### config.mk
export PLATFORM = sky130hd
export DESIGN_NAME = seg_display_scanner
export DESIGN_NICKNAME = d
export VERILOG_FILES = /design/src/rtl/display_pkg.sv /design/src/rtl/hex_seg_decoder.sv /design/src/rtl/seg_display_scanner.sv
export SDC_FILE = /design/constraint.sdc
export NUM_CORES = 1
export LEC_CHECK = 0
export ABC_AREA = 1
export CAP_MARGIN = 20
export CORE_ASPECT_RATIO = 1.25
export CORE_MARGIN = 4
export CORE_UTILIZATION = 49
export DETAILED_ROUTE_END_ITERATION = 10
export PLACE_DENSITY_LB_ADDON = 0.1
export SLEW_MARGIN = 20
export SYNTH_ARGS = -nofsm -noshare
export SYNTH_HDL_FRONTEND = slang
export SYNTH_SLANG_ARGS = --single-unit
export TNS_END_PERCENT = 50
### constraint.sdc
create_clock -name clk -period 2.6 [get_ports clk]
set_input_delay 0.39 -clock clk [delete_from_list [all_inputs] [get_ports clk]]
set_output_delay 0.39 -clock clk [all_outputs]
set_load 0.02 [all_outputs]
### src/rtl/display_pkg.sv
`default_nettype none
// ============================================================================
// Module   : display_pkg
// Purpose  : Shared constants, FSM state type and active-low segment
//            encodings for the multiplexed 7-segment display.
// Revision : 1.0 - initial release
// ============================================================================
package display_pkg;

  localparam int       NUM_DIGITS = 8;
  localparam logic [6:0] SEG_BLANK = 7'h7F;
  localparam logic [7:0] AN_OFF    = 8'hFF;

  typedef enum logic [0:0] {
    BLANK = 1'b0,
    DRIVE = 1'b1
  } scan_state_t;

  // Active-low encoding, bit 0 = segment a ... bit 6 = segment g.
  function automatic logic [6:0] hex_to_seg(input logic [3:0] value);
    logic [6:0] seg;
    case (value)
      4'h0:    seg = 7'h40;
      4'h1:    seg = 7'h79;
      4'h2:    seg = 7'h24;
      4'h3:    seg = 7'h30;
      4'h4:    seg = 7'h19;
      4'h5:    seg = 7'h12;
      4'h6:    seg = 7'h02;
      4'h7:    seg = 7'h78;
      4'h8:    seg = 7'h00;
      4'h9:    seg = 7'h10;
      4'hA:    seg = 7'h08;
      4'hB:    seg = 7'h03;
      4'hC:    seg = 7'h46;
      4'hD:    seg = 7'h21;
      4'hE:    seg = 7'h06;
      default: seg = 7'h0E;
    endcase
    return seg;
  endfunction

endpackage
`default_nettype wire

### src/rtl/hex_seg_decoder.sv
`default_nettype none
// ============================================================================
// Module   : hex_seg_decoder
// Purpose  : Combinational 4-bit hex to active-low 7-segment decoder.
// Revision : 1.0 - initial release
// ============================================================================
module hex_seg_decoder
  import display_pkg::*;
(
  input  logic [3:0] value,
  output logic [6:0] seg
);

  // Pure table lookup; no state.
  always_comb begin
    seg = hex_to_seg(value);
  end

endmodule
`default_nettype wire

### src/rtl/seg_display_scanner.sv
`default_nettype none
// ============================================================================
// Module   : seg_display_scanner
// Purpose  : Round-robin scan of eight digits over one shared cathode bus,
//            with a blanking interval at the start of every digit slot.
// Revision : 1.0 - initial release
// ============================================================================
module seg_display_scanner
  import display_pkg::*;
#(
  parameter int SCAN_DIV     = 100000,
  parameter int BLANK_CYCLES = 1000
) (
  input  logic        clk,
  input  logic        rst,
  input  logic [31:0] digits,
  input  logic [7:0]  digit_en,
  input  logic [7:0]  dp,
  output logic [6:0]  seg,
  output logic        dp_out,
  output logic [7:0]  an,
  output logic        frame_start
);

  localparam int IW = $clog2(NUM_DIGITS);
  localparam int CW = (SCAN_DIV > 1) ? $clog2(SCAN_DIV) : 1;

  localparam logic [CW-1:0] c_cnt_last   = CW'(SCAN_DIV - 1);
  localparam logic [CW-1:0] c_blank_last = CW'(BLANK_CYCLES - 1);
  localparam logic [IW-1:0] c_idx_last   = IW'(NUM_DIGITS - 1);

  scan_state_t   r_state, w_state_nxt;
  logic [CW-1:0] r_cnt,   w_cnt_nxt;
  logic [IW-1:0] r_idx,   w_idx_nxt;
  logic [3:0]    r_cap_nib, w_cap_nib_nxt;
  logic          r_cap_en,  w_cap_en_nxt;
  logic          r_cap_dp,  w_cap_dp_nxt;
  logic          w_frame_nxt;

  logic [6:0]    w_dec_seg;
  logic [6:0]    w_seg_nxt;
  logic          w_dp_out_nxt;
  logic [7:0]    w_an_nxt;

  logic [6:0]    r_seg;
  logic          r_dp_out;
  logic [7:0]    r_an;
  logic          r_frame_start;

  // The decoder sees the value the holding register is about to take, so the
  // registered segment output is valid in the very first DRIVE cycle.
  hex_seg_decoder u_dec (
    .value (w_cap_nib_nxt),
    .seg   (w_dec_seg)
  );

  // State register: slot counter, digit index, FSM and captured digit data.
  always_ff @(posedge clk) begin
    if (rst) begin
      r_state   <= BLANK;
      r_cnt     <= '0;
      r_idx     <= '0;
      r_cap_nib <= '0;
      r_cap_en  <= 1'b0;
      r_cap_dp  <= 1'b0;
    end else begin
      r_state   <= w_state_nxt;
      r_cnt     <= w_cnt_nxt;
      r_idx     <= w_idx_nxt;
      r_cap_nib <= w_cap_nib_nxt;
      r_cap_en  <= w_cap_en_nxt;
      r_cap_dp  <= w_cap_dp_nxt;
    end
  end

  // Next-state logic: capture at the end of blanking, advance digit at slot end.
  always_comb begin
    w_state_nxt   = r_state;
    w_cnt_nxt     = r_cnt + 1'b1;
    w_idx_nxt     = r_idx;
    w_cap_nib_nxt = r_cap_nib;
    w_cap_en_nxt  = r_cap_en;
    w_cap_dp_nxt  = r_cap_dp;
    w_frame_nxt   = 1'b0;
    case (r_state)
      BLANK: begin
        if (r_cnt == c_blank_last) begin
          w_state_nxt   = DRIVE;
          w_cap_nib_nxt = digits[{r_idx, 2'b00} +: 4];
          w_cap_en_nxt  = digit_en[r_idx];
          w_cap_dp_nxt  = dp[r_idx];
        end
      end
      default: begin
        if (r_cnt == c_cnt_last) begin
          w_state_nxt = BLANK;
          w_cnt_nxt   = '0;
          w_idx_nxt   = r_idx + 1'b1;
          w_frame_nxt = (r_idx == c_idx_last);
        end
      end
    endcase
  end

  // Output decode from the upcoming state; disabled digits stay dark.
  always_comb begin
    w_seg_nxt    = SEG_BLANK;
    w_dp_out_nxt = 1'b1;
    w_an_nxt     = AN_OFF;
    if (w_state_nxt == DRIVE && w_cap_en_nxt) begin
      w_seg_nxt    = w_dec_seg;
      w_dp_out_nxt = ~w_cap_dp_nxt;
      w_an_nxt     = ~(8'b1 << w_idx_nxt);
    end
  end

  // Output registers keep every output free of combinational input paths.
  always_ff @(posedge clk) begin
    if (rst) begin
      r_seg         <= SEG_BLANK;
      r_dp_out      <= 1'b1;
      r_an          <= AN_OFF;
      r_frame_start <= 1'b0;
    end else begin
      r_seg         <= w_seg_nxt;
      r_dp_out      <= w_dp_out_nxt;
      r_an          <= w_an_nxt;
      r_frame_start <= w_frame_nxt;
    end
  end

  assign seg         = r_seg;
  assign dp_out      = r_dp_out;
  assign an          = r_an;
  assign frame_start = r_frame_start;

endmodule
`default_nettype wire

==> results of run 1 <==
## metal layers
layer / global-route usage, % / vias up
li1: - / 1344
met4: 10.40 / 0
met5: 0 / -
met2: 37.19 / 93
met1: 24.19 / 1120
met3: 4.162 / 20
## cells by family after synthesis
logic type	Yosys count	synth area share (%)
flops	44	34.32
xor+xnor	5	1.706
fa+ha+maj	9	4.388
buf+inv	46	7.314
simple gates	245	45.25
compound gates	32	7.021
## cell usage after synthesis (4+ instances only)
library cell              count  area share (%)
sky130_fd_sc_hd__a21oi_1      9             1.8
sky130_fd_sc_hd__buf_2        4            0.78
sky130_fd_sc_hd__dfxtp_1     44              34
sky130_fd_sc_hd__ha_1         9             4.4
sky130_fd_sc_hd__inv_1       29             4.2
sky130_fd_sc_hd__inv_2        7             1.0
sky130_fd_sc_hd__nand2_1    103              15
sky130_fd_sc_hd__nand2_2      6             1.5
sky130_fd_sc_hd__nand3_1     36             7.0
sky130_fd_sc_hd__nand3_4      4             2.7
sky130_fd_sc_hd__nor2_1      65             9.5
sky130_fd_sc_hd__nor2_2       4            0.97
sky130_fd_sc_hd__nor3_1       9             1.8
sky130_fd_sc_hd__o21ai_0     16             3.1
sky130_fd_sc_hd__xor2_1       4             1.4
## critical path, cell delays in order, from the launching register on
cell,delay [ps]
sky130_fd_sc_hd__dfxtp_1,360
sky130_fd_sc_hd__ha_1,170
sky130_fd_sc_hd__nand2_1,80
sky130_fd_sc_hd__inv_1,100
sky130_fd_sc_hd__nand3_1,170
sky130_fd_sc_hd__nor2_8,220
sky130_fd_sc_hd__nand3_1,90
sky130_fd_sc_hd__nand2_1,150
sky130_fd_sc_hd__inv_1,130
sky130_fd_sc_hd__ha_1,240
sky130_fd_sc_hd__inv_1,100
sky130_fd_sc_hd__nand3_1,90
sky130_fd_sc_hd__nand3_1,90
sky130_fd_sc_hd__nand3_1,80
## power groups by stage
stage                     Clock (mW)  Sequential [mW]  Combinational (mW)
after detailed placement           0            0.695               0.110
after global routing           0.756            0.680               0.121
after floorplan                    0            0.695              0.0305
final                          0.708            0.680               0.111
after global placement             0            0.695               0.110
after CTS                      0.723            0.680               0.111
## layout by cell type (no fill, tap or decap), types with 4 or more instances in the layout
cell type and count:
sky130_fd_sc_hd__nand3_1 36, sky130_fd_sc_hd__ha_1 9, sky130_fd_sc_hd__clkbuf_8 5, sky130_fd_sc_hd__nor3_1 9, sky130_fd_sc_hd__o21ai_0 16, sky130_fd_sc_hd__dfxtp_1 44
sky130_fd_sc_hd__nand2_1 103, sky130_fd_sc_hd__inv_2 7, sky130_fd_sc_hd__nor2_1 65, sky130_fd_sc_hd__nor2_2 4, sky130_fd_sc_hd__nand3_4 4, sky130_fd_sc_hd__inv_1 29
sky130_fd_sc_hd__clkdlybuf4s50_1 66, sky130_fd_sc_hd__xor2_1 4, sky130_fd_sc_hd__nand2_2 6, sky130_fd_sc_hd__a21oi_1 9
## sequential cells by signal (all words and copies together), names as in the netlist
name	flops
r_cap_dp	1
r_state	1
r_cnt	17
frame_start	1
an	8
seg	7
dp_out	1
r_cap_en	1
r_idx	3
r_cap_nib	4
## path summary, 6_finish.rpt
check	from	to	slack [ps]	cells after the start
setup / recovery	r_cnt[0]	seg[3]	430	13
hold / removal	r_cnt[0]	r_cnt[0]	460	1
hold reg to reg	r_cnt[0]	r_cnt[0]	460	1
setup reg to reg	r_cnt[0]	seg[3]	430	13
## metrics by stage
step | instances | setup WS, ps | instance area, um^2 | util [%] | power (mW)
finish | 511 | 429.0 | 3440 | 67.71 | 1.498
global route | 511 | 216.1 | 3440 | 67.71 | 1.557
CTS | 511 | 415.3 | 3440 | 67.71 | 1.514
detailed placement | 503 | 447.5 | 3281 | 64.58 | 0.8055
global placement | 503 | 479.5 | 3281 | 64.58 | 0.8050
floorplan | 381 | 689.7 | 2566 | - | 0.7253
## area by class of cell
| type | instances | area, um^2 |
|---|---|---|
| flip-flops and latches | 44 | 880.8 |
| clock buffers | 5 | 68.82 |
| multi-input cells | 291 | 1498 |
| inverters | 37 | 141.4 |
| repair buffers | 69 | 683.2 |
| fillers | 468 | 1640 |
| well taps | 62 | 77.57 |
| clock inverters | 3 | 90.09 |
==> flow_summary.ini, run 1 <==
[outcome]
run_status = finished, final reports clean

[clock_tree]
clk-insertion-delay-late_ps = 290
post_cts.resized_instances = 0
path_clk_slew_ps = 80
hold_buffers = 0
postCtsSetupRepairBufs = 0
cts_buffers = 5
clk_root_buffer_cell = sky130_fd_sc_hd__clkbuf_8
tritoncts = done
clock_tree_buf_depth = 2
cts.sink_count = 44
clock_tree.htree_level_count = 2

[layout]
post_route_cells_drive_above_1_share_pct = 10.47
syn_to_final_growth_pct = 34.03
antenna_cells_inserted = 0
nets = 507

[sta]
rsz0062_at_grt = no
fmax_mhz = 460.6
min_period_over_period_pct = 83.50
final.min_clock_period_ps = 2171
timing_worst_slew_pin_value_ps = 380.7
setup_viol = 0
timing_hold_violations_final = 0
timing.slew.headroom_pct = 74.56
clock_skew_ps = 7.440
tns_ps = 0
final-max-slew-violation-count = 0
timing.hold.ws_ps = 458.6

[yosys]
yosys_warnings = 0
syn-cell-area_um2 = 2566
yosysUniqueCellTypes = 33
synth_nets = 440
syn_avg_cell_area_um2 = 6.735
synthArstFlopShare_pct = 0
syn_inst = 381
total_of_flip_flops_plus_latches_after_synthesis = 44
synth_enable_flop_cells = 0
synthFlopType = sky130_fd_sc_hd__dfxtp_1
synth_sequential_area_ratio_pct = 34.32

[drt]
metal2_wl_mm = 3.013
post_drt_via_cell_ratio = 5.043
wl_per_cell_um = 12.60
maxUsedRoutingLayer = met4
met3WireLength_um = 523
detail_route.wirelength.met1_mm = 2.673
first_pass_iters = 4
drc = 0
detail_route.wirelength_mm = 6.441
route.vias.total = 2577
initialDrtViolationCount = 70
antenna_left = 0

[place]
io_buffer_count = 66
hpwlAfterDp_mm = 5.036
gp_routability_congestion = 0.8551

[global_route]
overall_overflow_remaining_after_global_route = 0
pin_count_of_the_biggest_net_entering_global_routing = 27
grt_pass1_wl_mm = 10.90
globalRouteTotalUtil_pct = 21.09
grt_pass1_vias = 2482
grt_antenna_before_repair = 0

[floorplan]
die_area_um2 = 6466
core-area_um2 = 5080
die_width_um = 72.73
pin_count = 67
effective_utilization_at_floorplan_pct = 50.52
fp.dieH_um = 88.91
num_rows = 29

[worst_setup_path]
biggest_fanout_along_the_worst_timing_path = 6
worstSetupPathType = flop to flop
worstPathRequired_ps = 2780
cp-start-kind = flop
crit_path_arrival_time_ps = 2360
cp-end-kind = flop

[min_path]
hp-class = flop to flop

[power_and_ir_drop]
power.leakage_nw = 1.422
total_switching_power_mw = 0.2636
worst_ir_drop_vdd_mv = 0.2962
share_comb_of_total_power_pct = 7.4
register_share_of_total_power_pct = 45.4
intPower_mw = 1.234
switching_share_pct = 17.60
power.density_nw_per_um2 = 435.4
power.share.clock_pct = 47.2

[run]
cap_viol_max_count = 0
Power figures use the tool's default switching activity.
==> inputs of run 2 (changes only) <==
Clock period 2.6 ns to 2.08 ns, I/O delays scaled along.
==> run 2 against run 1 <==
Effect of this change:
- cell count grew 3.9%
- non-clock buffer count grew 20
- count of clock-buffer cells in the layout grew 1
- largest cell class unchanged
- hold slack lost 41 ps
- register-to-register slack lost 270 ps
- critical endpoint is now seg[5]
- wire length grew 8.4%
- maximum frequency grew 13%
- total power grew 2.6%
- combinational power grew 26%
- clock power shrank 23%
==> flow_summary.ini, run 2 (synthesis gave the netlist of run 1 again) <==
[outcome]
run_status = finished, final reports clean

[worst_setup_path]
cp-end-kind = flop
worstPathRequired_ps = 2270
timing.critical_path.max_delay_family = simple AND/OR/NAND/NOR gates
path_common_cell = sky130_fd_sc_hd__nand2_1
critical-path-slowest-cell = sky130_fd_sc_hd__dfxtp_2
cp_cell_sequence = ha_1, nand2_1, inv_2, nand2_1, nor2_2, nand3_4, nand2_1, nand2_1, buf_4, ha_1, nand2_2, o21ai_0, nand2_1, nand2_1
cp-start-kind = flop
critPathMaxStageDelay_ps = 340
crit_path_arrival_time_ps = 2110
critical_path_buf_inv_count = 2
worstSetupPathType = flop to flop
biggest_fanout_along_the_worst_timing_path = 4

[layout]
top_library_cells_by_usage_in_the_layout_fill_and_taps_aside = 100 x sky130_fd_sc_hd__nand2_1, 66 x sky130_fd_sc_hd__clkdlybuf4s50_1, 61 x sky130_fd_sc_hd__nor2_1
layout.cells.most_common = sky130_fd_sc_hd__nand2_1
largest_register = r_cnt
number_of_flip_flops_in_the_largest_register = 17
syn_to_final_growth_pct = 38.91
nets = 527
antenna_cells_inserted = 0
post_route_cells_drive_above_1_share_pct = 17.06

[run]
cap_viol_max_count = 0

[clock_tree]
clk-insertion-delay-late_ps = 290
cts.sink_count = 44
path_clk_slew_ps = 80
cts_buffers = 5
clock_tree.htree_level_count = 2
clock_tree_buf_depth = 2
clk_root_buffer_cell = sky130_fd_sc_hd__clkbuf_8
tritoncts = done

[place]
hpwlAfterDp_mm = 5.410
gp_routability_congestion = 0.9424
io_buffer_count = 66

[global_route]
grt_antenna_before_repair = 0
globalRouteTotalUtil_pct = 22.52
grt_pass1_wl_mm = 11.56
grt_pass1_vias = 2603
overall_overflow_remaining_after_global_route = 0
pin_count_of_the_biggest_net_entering_global_routing = 18

[power_and_ir_drop]
power.leakage_nw = 1.502
power.density_nw_per_um2 = 431.2
worst_ir_drop_vdd_mv = 0.7080
overall_power_mw = 1.537

[floorplan]
num_rows = 29
fp.dieH_um = 88.91
die_width_um = 72.73
die_area_um2 = 6466
effective_utilization_at_floorplan_pct = 50.52
core-area_um2 = 5080
pin_count = 67

[sta]
setup_viol = 0
fmax_mhz = 521.0
timing_worst_slew_pin_value_ps = 411.8
final-max-slew-violation-count = 0
min_period_over_period_pct = 92.29
clock_skew_ps = 5.821
timing.hold.ws_ps = 417.5
timing.slew.headroom_pct = 72.48
timing_hold_violations_final = 0
final.min_clock_period_ps = 1920

[drt]
post_drt_via_cell_ratio = 5.009
drc = 0
route.vias.total = 2660
detail_route.wirelength_mm = 6.983
first_pass_iters = 4
initialDrtViolationCount = 67
wl_per_cell_um = 13.15
antenna_left = 0

[min_path]
hp-class = flop to flop
-- run 2: cell types whose count changed in the layout (fill, tap and decap cells not counted), moves of 3 or more --
cell and change:
sky130_fd_sc_hd__buf_4 +20, sky130_fd_sc_hd__nor2_1 -4, sky130_fd_sc_hd__bufinv_16 -3, sky130_fd_sc_hd__dfxtp_1 -3, sky130_fd_sc_hd__dfxtp_2 +3, sky130_fd_sc_hd__nand2_1 -3, sky130_fd_sc_hd__nand2_2 +3, sky130_fd_sc_hd__nor2_2 +3
-- run 2: stage by stage --
step | worst slack (ps) | util [%] | cell area (um^2) | setup TNS, ps | std cells
2_1_floorplan | 169.7 | - | 2566 | 0 | 381
4_1_cts | 28.87 | 69.16 | 3513 | 0 | 529
5_1_grt | -11.07 | 70.17 | 3565 | -19.78 | 531
6_report | 160.4 | 70.17 | 3565 | 0 | 531
3_3_place_gp | 45.85 | 67.24 | 3416 | 0 | 521
3_5_place_dp | -32.67 | 67.24 | 3416 | -32.67 | 521
-- run 2: worst paths after layout --
check | from | endpoint | slack [ps] | cells past startpoint
hold reg to reg | r_cnt[0] | r_cnt[0] | 420 | 1
hold / removal | r_cnt[0] | r_cnt[0] | 420 | 1
setup / recovery | r_cnt[0] | seg[5] | 160 | 14
setup reg to reg | r_cnt[0] | seg[5] | 160 | 14
-- run 2: layout make-up --
| type | count | area (um^2) |
|---|---|---|
| fill | 446 | 1515 |
| clock inverter | 2 | 10.01 |
| clock buffer | 6 | 82.58 |
| sequential | 44 | 884.6 |
| tap | 62 | 77.57 |
| inverter | 37 | 143.9 |
| timing repair buffer | 89 | 833.3 |
| multi-input combinational | 291 | 1533 |
-- run 2: layer usage --
layer	global-route usage (%)	up-vias	share of wire, %
li1	-	1381	-
met1	25.02	1172	40
met2	40.89	86	49
met3	3.937	21	6.7
met4	11.41	0	4.0
met5	0	-	0
-- run 2: power breakdown --
part / internal, mW / leakage, nW / total (mW) / switching [mW]
sequential: 0.846 / 0.357 / 0.849 / 0.00276
clock: 0.265 / 0.0510 / 0.548 / 0.283
combinational: 0.0964 / 1.09 / 0.140 / 0.0432
total: 1.21 / 1.50 / 1.54 / 0.329
-- run 2: what timing repair did --
| action | 4_1_cts | 5_1_grt |
|---|---|---|
| pin swaps | 0 | 2 |
| setup buffers | 0 | 2 |
| resized for setup | 1 | 15 |
| gates cloned | 0 | 0 |
| hold endpoints to repair | 0 | 0 |
| hold buffers | 0 | 0 |
| setup endpoints to repair | 1 | 7 |
==> inputs of run 3 (changes only) <==
Settings changed: MAX_ROUTING_LAYER set to met4.
==> run 3 against run 2 <==
Effect of this change:
- core utilization down 0.94 points
- maximum frequency is essentially flat
- worst setup slack barely moved
- critical endpoint is now seg[1]
==> flow_summary.ini, run 3 (synthesis gave the netlist of run 1 again) <==
[layout]
nets = 523
seqCellArea_um2 = 882.1
largest_register = r_cnt
number_of_flip_flops_in_the_largest_register = 17
top_library_cells_by_usage_in_the_layout_fill_and_taps_aside = 102 x sky130_fd_sc_hd__nand2_1, 66 x sky130_fd_sc_hd__clkdlybuf4s50_1, 60 x sky130_fd_sc_hd__nor2_1
fillCellCount = 475
post_route_cells_drive_above_1_share_pct = 15.70
multi_input_area_um2 = 1520
layout.cells.most_common = sky130_fd_sc_hd__nand2_1
finished_layout_cells = 527
syn_to_final_growth_pct = 37.05
antenna_cells_inserted = 0
fin_util_pct = 69.24

[worst_setup_path]
cp_cell_sequence = ha_1, nand2_1, inv_2, nand3_2, nor2_8, nand3_1, nand2_2, inv_2, ha_1, nand2_1, nor2_1, nor2_1, nand2_1
critical-path-slowest-cell = sky130_fd_sc_hd__dfxtp_1
path_common_cell = sky130_fd_sc_hd__nand2_1
biggest_fanout_along_the_worst_timing_path = 6
critPathMaxStageDelay_ps = 340
timing.rr.end = seg[1]
reg2reg_depth = 13
cp-end-kind = flop
worstSetupPathType = flop to flop
critical_path_buf_inv_count = 2
worst_setup_path_startpoint = r_cnt[0]
crit_path_arrival_time_ps = 2120
worstPathRequired_ps = 2280
rr_startpoint = r_cnt[0]
rrSetupSlack_ps = 160
cp-start-kind = flop
critPathCapture = seg[1]
timing.critical_path.max_delay_family = simple AND/OR/NAND/NOR gates
cp.depth = 13

[drt]
post_drt_via_cell_ratio = 4.992
detail_route.wirelength_mm = 7.021
antenna_left = 0
initialDrtViolationCount = 68
wl_per_cell_um = 13.32
route.vias.total = 2631
drc = 0
first_pass_iters = 6

[floorplan]
fp.dieH_um = 88.91
num_rows = 29
effective_utilization_at_floorplan_pct = 50.52
pin_count = 67
core-area_um2 = 5080
die_width_um = 72.73
die_area_um2 = 6466

[clock_tree]
clk-insertion-delay-late_ps = 300
postCtsSetupRepairBufs = 0
path_clk_slew_ps = 90
clock_tree.htree_level_count = 2
hold_buffers = 0
cts.sink_count = 44
tritoncts = done
clk_root_buffer_cell = sky130_fd_sc_hd__clkbuf_8
cts_buffers = 5
clock_tree_buf_depth = 2

[sta]
clock_skew_ps = 11.15
timing.slew.headroom_pct = 74.88
setup_viol = 0
timing.hold.ws_ps = 479.8
timing_hold_violations_final = 0
timing_worst_slew_pin_value_ps = 375.9
rsz0062_at_grt = yes
final-max-slew-violation-count = 0
fmax_mhz = 521.0
setup_ws_post_layout_ps = 160.7
min_period_over_period_pct = 92.28
final.min_clock_period_ps = 1919

[place]
gp_routability_congestion = 0.9876
post-place-cells = 519
place_ws_ps = 26.01
io_buffer_count = 66
hpwlAfterDp_mm = 5.601

[power_and_ir_drop]
share_comb_of_total_power_pct = 9.1
worst_ir_drop_vdd_mv = 0.4043
register_share_of_total_power_pct = 54.9
overall_power_mw = 1.547
intPower_mw = 1.209
power.share.clock_pct = 36.0
power.density_nw_per_um2 = 439.7
total_switching_power_mw = 0.3372
switching_share_pct = 21.80
power.leakage_nw = 1.473

[outcome]
run_status = finished, final reports clean

[global_route]
grt_pass1_wl_mm = 11.44
overall_overflow_remaining_after_global_route = 0
grt_antenna_before_repair = 0
grt_pass1_vias = 2592
globalRouteTotalUtil_pct = 23.08
pin_count_of_the_biggest_net_entering_global_routing = 18

[run]
cap_viol_max_count = 0

[min_path]
hp-class = flop to flop
-- run 3: cell types whose count changed in the layout (fill, tap and decap cells not counted), moves of 2 or more --
| cell | before | now |
|---|---|---|
| sky130_fd_sc_hd__buf_4 | 23 | 19 |
| sky130_fd_sc_hd__dfxtp_1 | 41 | 43 |
| sky130_fd_sc_hd__dfxtp_2 | 3 | 1 |
| sky130_fd_sc_hd__nand2_1 | 100 | 102 |
| sky130_fd_sc_hd__nand2_2 | 9 | 7 |
| sky130_fd_sc_hd__nor2_2 | 7 | 9 |
-- run 3: worst min-delay path by stage --
stage,cells after the start,slack (ps),end,start
after global routing,2,510,r_cap_dp,r_cap_dp
after floorplan,1,420,r_cnt[0],r_cnt[0]
after global placement,2,460,r_cap_dp,r_cap_dp
final,2,480,r_cap_dp,r_cap_dp
after detailed placement,2,470,r_cap_dp,r_cap_dp
after CTS,2,480,r_cap_dp,r_cap_dp
-- run 3: per-layer routing --
metal  share of wire [%]  GRT usage, %  vias up  routed length (um)
met4                 2.2         9.396        0                 157
met1                  40         24.43     1143                2814
met5                   0             -        -                   0
met2                  50         42.53       97                3526
met3                 7.5         3.375       16                 524
li1                    -             -     1375                   -
-- run 3: timing repair --
item | in CTS | in global routing
endpoints found under the setup margin | 0 | 8
hold endpoints to repair | 0 | 0
gates resized for setup | 0 | 10
-- run 3: per-stage QoR --
stage | TNS [ps] | area [um^2]
after floorplan | 0 | 2566
after global placement | 0 | 3401
after detailed placement | 0 | 3401
after CTS | 0 | 3493
after global routing | -37.18 | 3517
final | 0 | 3517
-- run 3: worst min-delay path: cells and delay by family, from the launching register on --
family | cells | cell delay (ps)
AOI/OAI and AO/OA | 1 | 60
and+or+nand+nor | 1 | 70
DFF | 1 | 310
-- run 3: power groups by stage --
stage               combinational, mW  clock, mW  sequential, mW
finish                          0.141      0.557           0.849
global placement                0.139          0           0.868
global route                    0.155      0.598           0.850
floorplan                      0.0382          0           0.869
detailed placement              0.140          0           0.869
CTS                             0.142      0.569           0.849
-- run 3: cell type report --
class	count	area share [%]
clock buffers	6	2.348
clock inverters	2	0.2846
well taps	62	2.206
inverters	37	4.020
multi-input cells	291	43.22
flip-flops and latches	44	25.08
repair buffers	85	22.84
